<file path="config.mk">
export PLATFORM = sky130hd
export DESIGN_NAME = memory_arbiter
export DESIGN_NICKNAME = d
export VERILOG_FILES = /design/src/rtl/memory_arbiter.sv
export SDC_FILE = /design/constraint.sdc
export NUM_CORES = 1
export LEC_CHECK = 0
export ABC_AREA = 1
export CAP_MARGIN = 10
export CORE_UTILIZATION = 61
export DETAILED_ROUTE_END_ITERATION = 8
export DONT_BUFFER_PORTS = 1
export PLACE_DENSITY = 0.77
export SLEW_MARGIN = 20
export SYNTH_ARGS = -nofsm -noshare
export SYNTH_HDL_FRONTEND = slang
export SYNTH_SLANG_ARGS = --single-unit
export TNS_END_PERCENT = 50
</file>
<file path="constraint.sdc">
create_clock -name clk -period 1.6 [get_ports clk]
set_clock_uncertainty 0.15 [all_clocks]
set_input_delay 0.08 -clock clk [delete_from_list [all_inputs] [get_ports clk]]
set_output_delay 0.08 -clock clk [all_outputs]
set_load 0.005 [all_outputs]
</file>
<file path="src/rtl/memory_arbiter.sv">
// ---------------------------------------------------------------------------
// memory_arbiter
//   Shares one single-port word memory (Memory_unit) between two requesters,
//   A and B.  After reset every word is zero-filled; then each granted access
//   runs a setup cycle (fields driven, select low), one strobe cycle (select
//   high) and a completion cycle (ack pulse, read data captured).  Ties
//   between A and B alternate round-robin, starting with A.
//
// Ports
//   clk, rst                 rising-edge clock, synchronous active-high reset
//   req_x, we_x, addr_x,     requester x (a/b): request held with stable
//   wdata_x                  fields until ack_x; we_x=1 write, 0 read
//   ack_a, ack_b             one-cycle completion pulses
//   rdata                    read data, valid in the ack cycle, held until
//                            the next read completes
//   init_done                high once the zero-fill has finished
//   mem_op, mem_select,      memory control, address and write data
//   mem_address, mem_in_bus  (all registered)
//   mem_out_bus              memory read data
// ---------------------------------------------------------------------------
module memory_arbiter #(
   parameter int DATA_W    = 8,
   parameter int ADDR_W    = 3,
   parameter int NUM_WORDS = 8
) (
   input  logic              clk,
   input  logic              rst,
   input  logic              req_a,
   input  logic              we_a,
   input  logic [ADDR_W-1:0] addr_a,
   input  logic [DATA_W-1:0] wdata_a,
   input  logic              req_b,
   input  logic              we_b,
   input  logic [ADDR_W-1:0] addr_b,
   input  logic [DATA_W-1:0] wdata_b,
   output logic              ack_a,
   output logic              ack_b,
   output logic [DATA_W-1:0] rdata,
   output logic              init_done,
   output logic              mem_op,
   output logic              mem_select,
   output logic [ADDR_W-1:0] mem_address,
   output logic [DATA_W-1:0] mem_in_bus,
   input  logic [DATA_W-1:0] mem_out_bus
);

   typedef enum logic [2:0] {
      INIT_SETUP,
      INIT_STROBE,
      IDLE,
      SETUP,
      ACCESS,
      DONE
   } state_t;

   localparam logic [ADDR_W-1:0] LAST_WORD = ADDR_W'(NUM_WORDS - 1);

   state_t            state_q, state_d;
   logic [ADDR_W-1:0] cnt_q, cnt_d;
   logic              last_grant_q, last_grant_d;   // 1 = B served last
   logic              gnt_b_q, gnt_b_d;             // 1 = B owns the access
   logic              init_done_q, init_done_d;
   logic              mem_op_q, mem_op_d;
   logic              mem_select_q, mem_select_d;
   logic [ADDR_W-1:0] mem_address_q, mem_address_d;
   logic [DATA_W-1:0] mem_in_bus_q, mem_in_bus_d;
   logic              ack_a_q, ack_a_d;
   logic              ack_b_q, ack_b_d;
   logic [DATA_W-1:0] rdata_q, rdata_d;
   logic              pick_b;

   // Next-state and next-output logic.  Every output is a flop, so the
   // values computed here are what the memory sees in the following cycle.
   always_comb begin
      state_d       = state_q;
      cnt_d         = cnt_q;
      last_grant_d  = last_grant_q;
      gnt_b_d       = gnt_b_q;
      init_done_d   = init_done_q;
      mem_op_d      = mem_op_q;
      mem_select_d  = 1'b0;
      mem_address_d = mem_address_q;
      mem_in_bus_d  = mem_in_bus_q;
      ack_a_d       = 1'b0;
      ack_b_d       = 1'b0;
      rdata_d       = rdata_q;
      pick_b        = 1'b0;

      unique case (state_q)
         INIT_SETUP: begin
            // Drive a zero write to word cnt and raise the strobe next cycle.
            mem_op_d      = 1'b1;
            mem_address_d = cnt_q;
            mem_in_bus_d  = '0;
            mem_select_d  = 1'b1;
            state_d       = INIT_STROBE;
         end

         INIT_STROBE: begin
            if (cnt_q == LAST_WORD) begin
               init_done_d = 1'b1;
               state_d     = IDLE;
            end else begin
               cnt_d         = cnt_q + ADDR_W'(1);
               mem_address_d = cnt_q + ADDR_W'(1);
               state_d       = INIT_SETUP;
            end
         end

         IDLE: begin
            if (req_a || req_b) begin
               // B wins when it is alone, or on a tie when A was served last.
               pick_b        = req_b && (!req_a || !last_grant_q);
               gnt_b_d       = pick_b;
               last_grant_d  = pick_b;
               mem_op_d      = pick_b ? we_b    : we_a;
               mem_address_d = pick_b ? addr_b  : addr_a;
               mem_in_bus_d  = pick_b ? wdata_b : wdata_a;
               state_d       = SETUP;
            end
         end

         SETUP: begin
            mem_select_d = 1'b1;
            state_d      = ACCESS;
         end

         ACCESS: begin
            // Strobe is high this cycle, so out_bus holds the addressed word.
            ack_a_d = !gnt_b_q;
            ack_b_d = gnt_b_q;
            if (!mem_op_q) begin
               rdata_d = mem_out_bus;
            end
            state_d = DONE;
         end

         DONE: begin
            state_d = IDLE;
         end

         default: begin
            state_d = INIT_SETUP;
         end
      endcase
   end

   always_ff @(posedge clk) begin
      if (rst) begin
         state_q       <= INIT_SETUP;
         cnt_q         <= '0;
         last_grant_q  <= 1'b1;
         gnt_b_q       <= 1'b0;
         init_done_q   <= 1'b0;
         mem_op_q      <= 1'b0;
         mem_select_q  <= 1'b0;
         mem_address_q <= '0;
         mem_in_bus_q  <= '0;
         ack_a_q       <= 1'b0;
         ack_b_q       <= 1'b0;
         rdata_q       <= '0;
      end else begin
         state_q       <= state_d;
         cnt_q         <= cnt_d;
         last_grant_q  <= last_grant_d;
         gnt_b_q       <= gnt_b_d;
         init_done_q   <= init_done_d;
         mem_op_q      <= mem_op_d;
         mem_select_q  <= mem_select_d;
         mem_address_q <= mem_address_d;
         mem_in_bus_q  <= mem_in_bus_d;
         ack_a_q       <= ack_a_d;
         ack_b_q       <= ack_b_d;
         rdata_q       <= rdata_d;
      end
   end

   assign ack_a       = ack_a_q;
   assign ack_b       = ack_b_q;
   assign rdata       = rdata_q;
   assign init_done   = init_done_q;
   assign mem_op      = mem_op_q;
   assign mem_select  = mem_select_q;
   assign mem_address = mem_address_q;
   assign mem_in_bus  = mem_in_bus_q;

endmodule

</file>
## Yosys cells after proc, flatten, opt, wreduce, memory -nomap -nowiden

Cells that the tools add are included.

- Flip-flop bits (word level): 32
- Input bits: 36
- Output and inout port bits: 24
- Word-level logic and storage cells: 55

- $add $sub $neg: 1
- Equality and inequality tests: 8
- Muxes and demuxes: 14
- Bitwise gates (word level): 3
- Reductions and logical operators: 17

Operators with widths:

| kind | count |
|---|---|
| 3-bit case mux with 6 select lines | 1 |
| 8-bit two-way mux | 2 |
| 8-bit case mux with 2 select lines | 1 |
| 3-bit two-way mux | 4 |
| 2-bit AND reduction | 5 |
| 3-bit equality test, second input constant | 3 |
| 3-bit case mux with 3 select lines | 1 |
| 3-bit by 2-bit equality test with 1-bit output, second input constant | 2 |
| 2-bit != test, second input constant | 2 |
| 2-bit OR reduction | 2 |
| 3-bit by 1-bit adder with 3-bit output, second input constant | 1 |
| 3-bit by 1-bit equality test with 1-bit output, second input constant | 1 |
| 1-bit logical NOT | 3 |
| 3-bit logical NOT | 1 |
| 1-bit two-way mux | 3 |
| 1-bit inverter | 3 |
| 3-bit AND reduction | 1 |
| 3-bit nonzero test | 1 |
| 1-bit logical OR | 2 |
| 2-bit two-way mux | 1 |
| 1-bit case mux with 2 select lines | 1 |
| 2-bit nonzero test | 1 |
| 1-bit logical AND | 1 |

## Depth between registers and ports, before layout

- Depth after elaboration: 6
- Depth in mapped cells: 8

## Least setup slack after synthesis

No wires, ideal clock.

- Path type: flip-flop to flip-flop
- Start point: register cnt_q[0]
- End point: register cnt_q[0]
- Library setup time: 0.119 ns
- Arrival: 1.045 ns
- Required time: 1.331 ns
- Setup slack: 0.286 ns
- Cell stages (with the launch flop): 7
- Period minus slack after synthesis: 1.314 ns
- Cells stage by stage: dfxtp_1 -> ha_1 -> ha_1 -> nor2_1 -> nand2_1 -> o21ai_0 -> a21oi_1

- Cells in the longest elaborated chain, start to end: 3

Ends and longest elaborated chain:

| item | RTL line | source |
|---|---|---|
| start, declared | 59 | `logic [ADDR_W-1:0] cnt_q, cnt_d;` |
| start signal, assigned | 164 | `cnt_q <= cnt_d;` |
| parallel branches: the longest is 3 deep, another holds 3-bit by 1-bit adder with 3-bit output | - |  |

Several ways; the timed one is not identified.
A chain may end at the register's enable or synchronous reset.

## Worst setup path in the final report

- Start point: register last_grant_q
- End point: register mem_in_bus_q[5] (netlist: mem_in_bus[5])

- Cells in the longest elaborated chain, start to end: 6

Ends and longest elaborated chain:

| item | RTL line | source |
|---|---|---|
| start, declared | 60 | `logic last_grant_q, last_grant_d;` |
| start signal, assigned | 165 | `last_grant_q <= last_grant_d;` |
| 1-bit logical NOT | 113 | `pick_b = req_b && (!req_a \|\| !last_grant_q);` |
| 1-bit logical OR | 113 |  |
| 1-bit logical AND | 113 |  |
| 8-bit two-way mux | 118 | `mem_in_bus_d = pick_b ? wdata_b : wdata_a;` |
| 8-bit two-way mux | 111 | `if (req_a \|\| req_b) begin` |
| 8-bit case mux with 2 select lines | 89 | `unique case (state_q)` |
| end signal, assigned | 171 | `mem_in_bus_q <= mem_in_bus_d;` |
| end, declared | 66 | `logic [DATA_W-1:0] mem_in_bus_q, mem_in_bus_d;` |

No other way between the ends. The select of a mux whose other input is x is not followed.

==> flow_summary.ini <==
[logic_synthesis]
synthCells = 209
synth_top_area_share_pct = 42.8
yosys-top-cells-area = dfxtp_1, nand2_1, inv_1
yosys.cell_count.top_type = nand2_1
synth_edf_count = 0
synthesis.area_sq_mm = 0.00150
synth_nets = 247
synth-seq-cells = 32
yosysSeqAreaShare_pct = 42.8
ys_types = 19
synthArstFlopShare_pct = 0
avgSynthCellArea_sq_um = 7.17
ys_warn_count = 0
synth_common_cells = nand2_1, inv_1, dfxtp_1, nand3_1, a21oi_1
yosys_most_used_dff = dfxtp_1
synth_top_area_cell = dfxtp_1

[die]
ios = 60
dieArea_sq_mm = 0.00266
initial_core_util_pct = 66.4
core-area_sq_mm = 0.00225
die_x_microns = 51.6
rows = 17
die_y_microns = 51.6

[clock_network]
clkLatencyLatePin_ns = 0.34
clk_path_buf_depth = 2
clock_sinks = 32
root_buffer = clkbuf_4
cts_tree = built
cts_made_buffers = 5
clk_pin_slew_ns = 0.10
post_cts_buffers = 0
h-tree-depth = 2

[placed_design]
dp_hpwl_microns = 2340
gp_congestion = 0.750
placed_cell_area_sq_mm = 0.00149
portBuffers = 0

[min_path]
hp-class = input pin to flip-flop
worstHoldStart = addr_b[0]
holdPathStages = 6

[finish]
post-route-util_pct = 85.5
n_fill_cell = 124
diodes = 0
nets = 286
drive_above_1_share_pct = 8.03
area_growth_pct = 28.7
final_area_sq_mm = 0.00193

[global_routing]
grt_max_degree = 18
overflow = 0
first_global_vias = 1697
antenna_found_initial = 0
grt_pass1_wl_microns = 7190
grt.total_usage_pct = 37.2

[critical_path]
end_kind = flip-flop
start_kind = flip-flop
timing.rr.start = last_grant_q
cp_slowest_cell = dfxtp_1
crit_top_cell = nand2_1
required_ns = 1.66
cpPeakStageDelay_ns = 0.37
startpoint = last_grant_q
path_depth = 6
worstSetupPathType = flip-flop to flip-flop
cp_max_fo = 17
r2r_cells = 6
path_cells = nand2_1 -> nand2_1 -> buf_4 -> nand2_1 -> o211ai_1 -> a21oi_1
worst_ep_arrival_time_ns = 1.61
crit_family = simple AND/OR/NAND/NOR gates
crit_buf_inv = 1

[timing]
timing.setup.tns_ns = 0
min_period_over_period_pct = 96.8
hold_viol = 1
rsz0062_at_grt = false
tightest_slew_ns = 0.586
slew_headroom_pct = 60.8
setup_violations = 0
slew_violations = 0
timing.fmax_ghz = 0.646
timing.final.crit_period_ns = 1.55
hold-worst-slack_ns = -0.00344

[route]
drc = 0
ant_nets = 0
vias_per_cell = 5.83
drtIter0Drc = 75
wirelength_microns = 4510
drt_pass1_iterations = 4
vias = 1614
wire_per_inst_microns = 16.3

[outcome]
violations = negative hold slack
status = finished, violations left

[power]
ir_drop_mv = 0.782
p_per_area_mw_per_mm2 = 786
leakage_nw = 0.855

[run]
drv_cap = 0
## placed cells by master, fill, tap and decap left out, drive strengths merged
master / n
buf: 3
o211ai: 9
o21ai: 11
clkbuf: 6
nor2: 15
dfxtp: 32
a21oi: 22
nand2: 43
inv: 40
clkinv: 2
and3: 1
nand3: 26
ha: 2
dlygate4sd3: 37
## tightest hold or removal path, delay by kind of cell
kind / cells / cell delay [ns]
buffers and inverters: 1 / 0.02
AND/OR/NAND/NOR: 5 / 0.37
## layer usage
metal  GRT usage (%)  share of wire, %  vias up
li1                -                 -      744
met1            37.4                35      737
met2            68.6                52      108
met3            9.65               8.9       25
met4            20.7               4.3        0
met5               0                 0        -
## sequential cells by signal, indices dropped and copies added (netlist names), 3 cells and up
signal       count
rdata            8
state_q          3
cnt_q            3
mem_in_bus       8
mem_address      3
## report_power, final
part,switching (mW),internal (mW)
Combinational,0.104,0.0953
Sequential,0.0131,0.812
Clock,0.282,0.209
Total,0.399,1.12
## layout make-up
class / count / area, sq um / area share, %
repair buffers: 40 / 393 / 20.4
clock buffers: 6 / 51.3 / 2.66
well taps: 28 / 35.0 / 1.82
flip-flops and latches: 32 / 641 / 33.2
inverters: 40 / 150 / 7.79
multi-input cells: 129 / 647 / 33.6
clock inverters: 2 / 10.0 / 0.519
## worst paths after layout
path	to	slack, ns
max	mem_in_bus[5]	0.05
min	mem_address[0]	-0.003
max reg2reg	mem_in_bus[5]	0.05
min reg2reg	ack_a	0.31
## timing repair
item,4_1_cts,5_1_grt
gates resized for setup,0,2
endpoints found under the hold margin,28,0
hold buffers,37,0
endpoints found under the setup margin,0,6
## metrics by stage
step,std cells,setup WS [ns],hold slack [ns],power (mW)
floorplan,209,0.286,-0.000934,0.930
global placement,232,0.225,0.00107,0.942
detailed placement,232,0.159,0.00340,0.950
CTS,277,0.140,0.00568,1.50
global route,277,0.0107,0.0265,1.57
finish,277,0.0515,-0.00344,1.51
## logic make-up after synthesis
logic type      synth area share, %
simple gates                   25.8
fa+ha+maj                      1.67
compound gates                 15.5
buf+inv                        14.2
flops                          42.8
(Power assumes the default switching activity.)
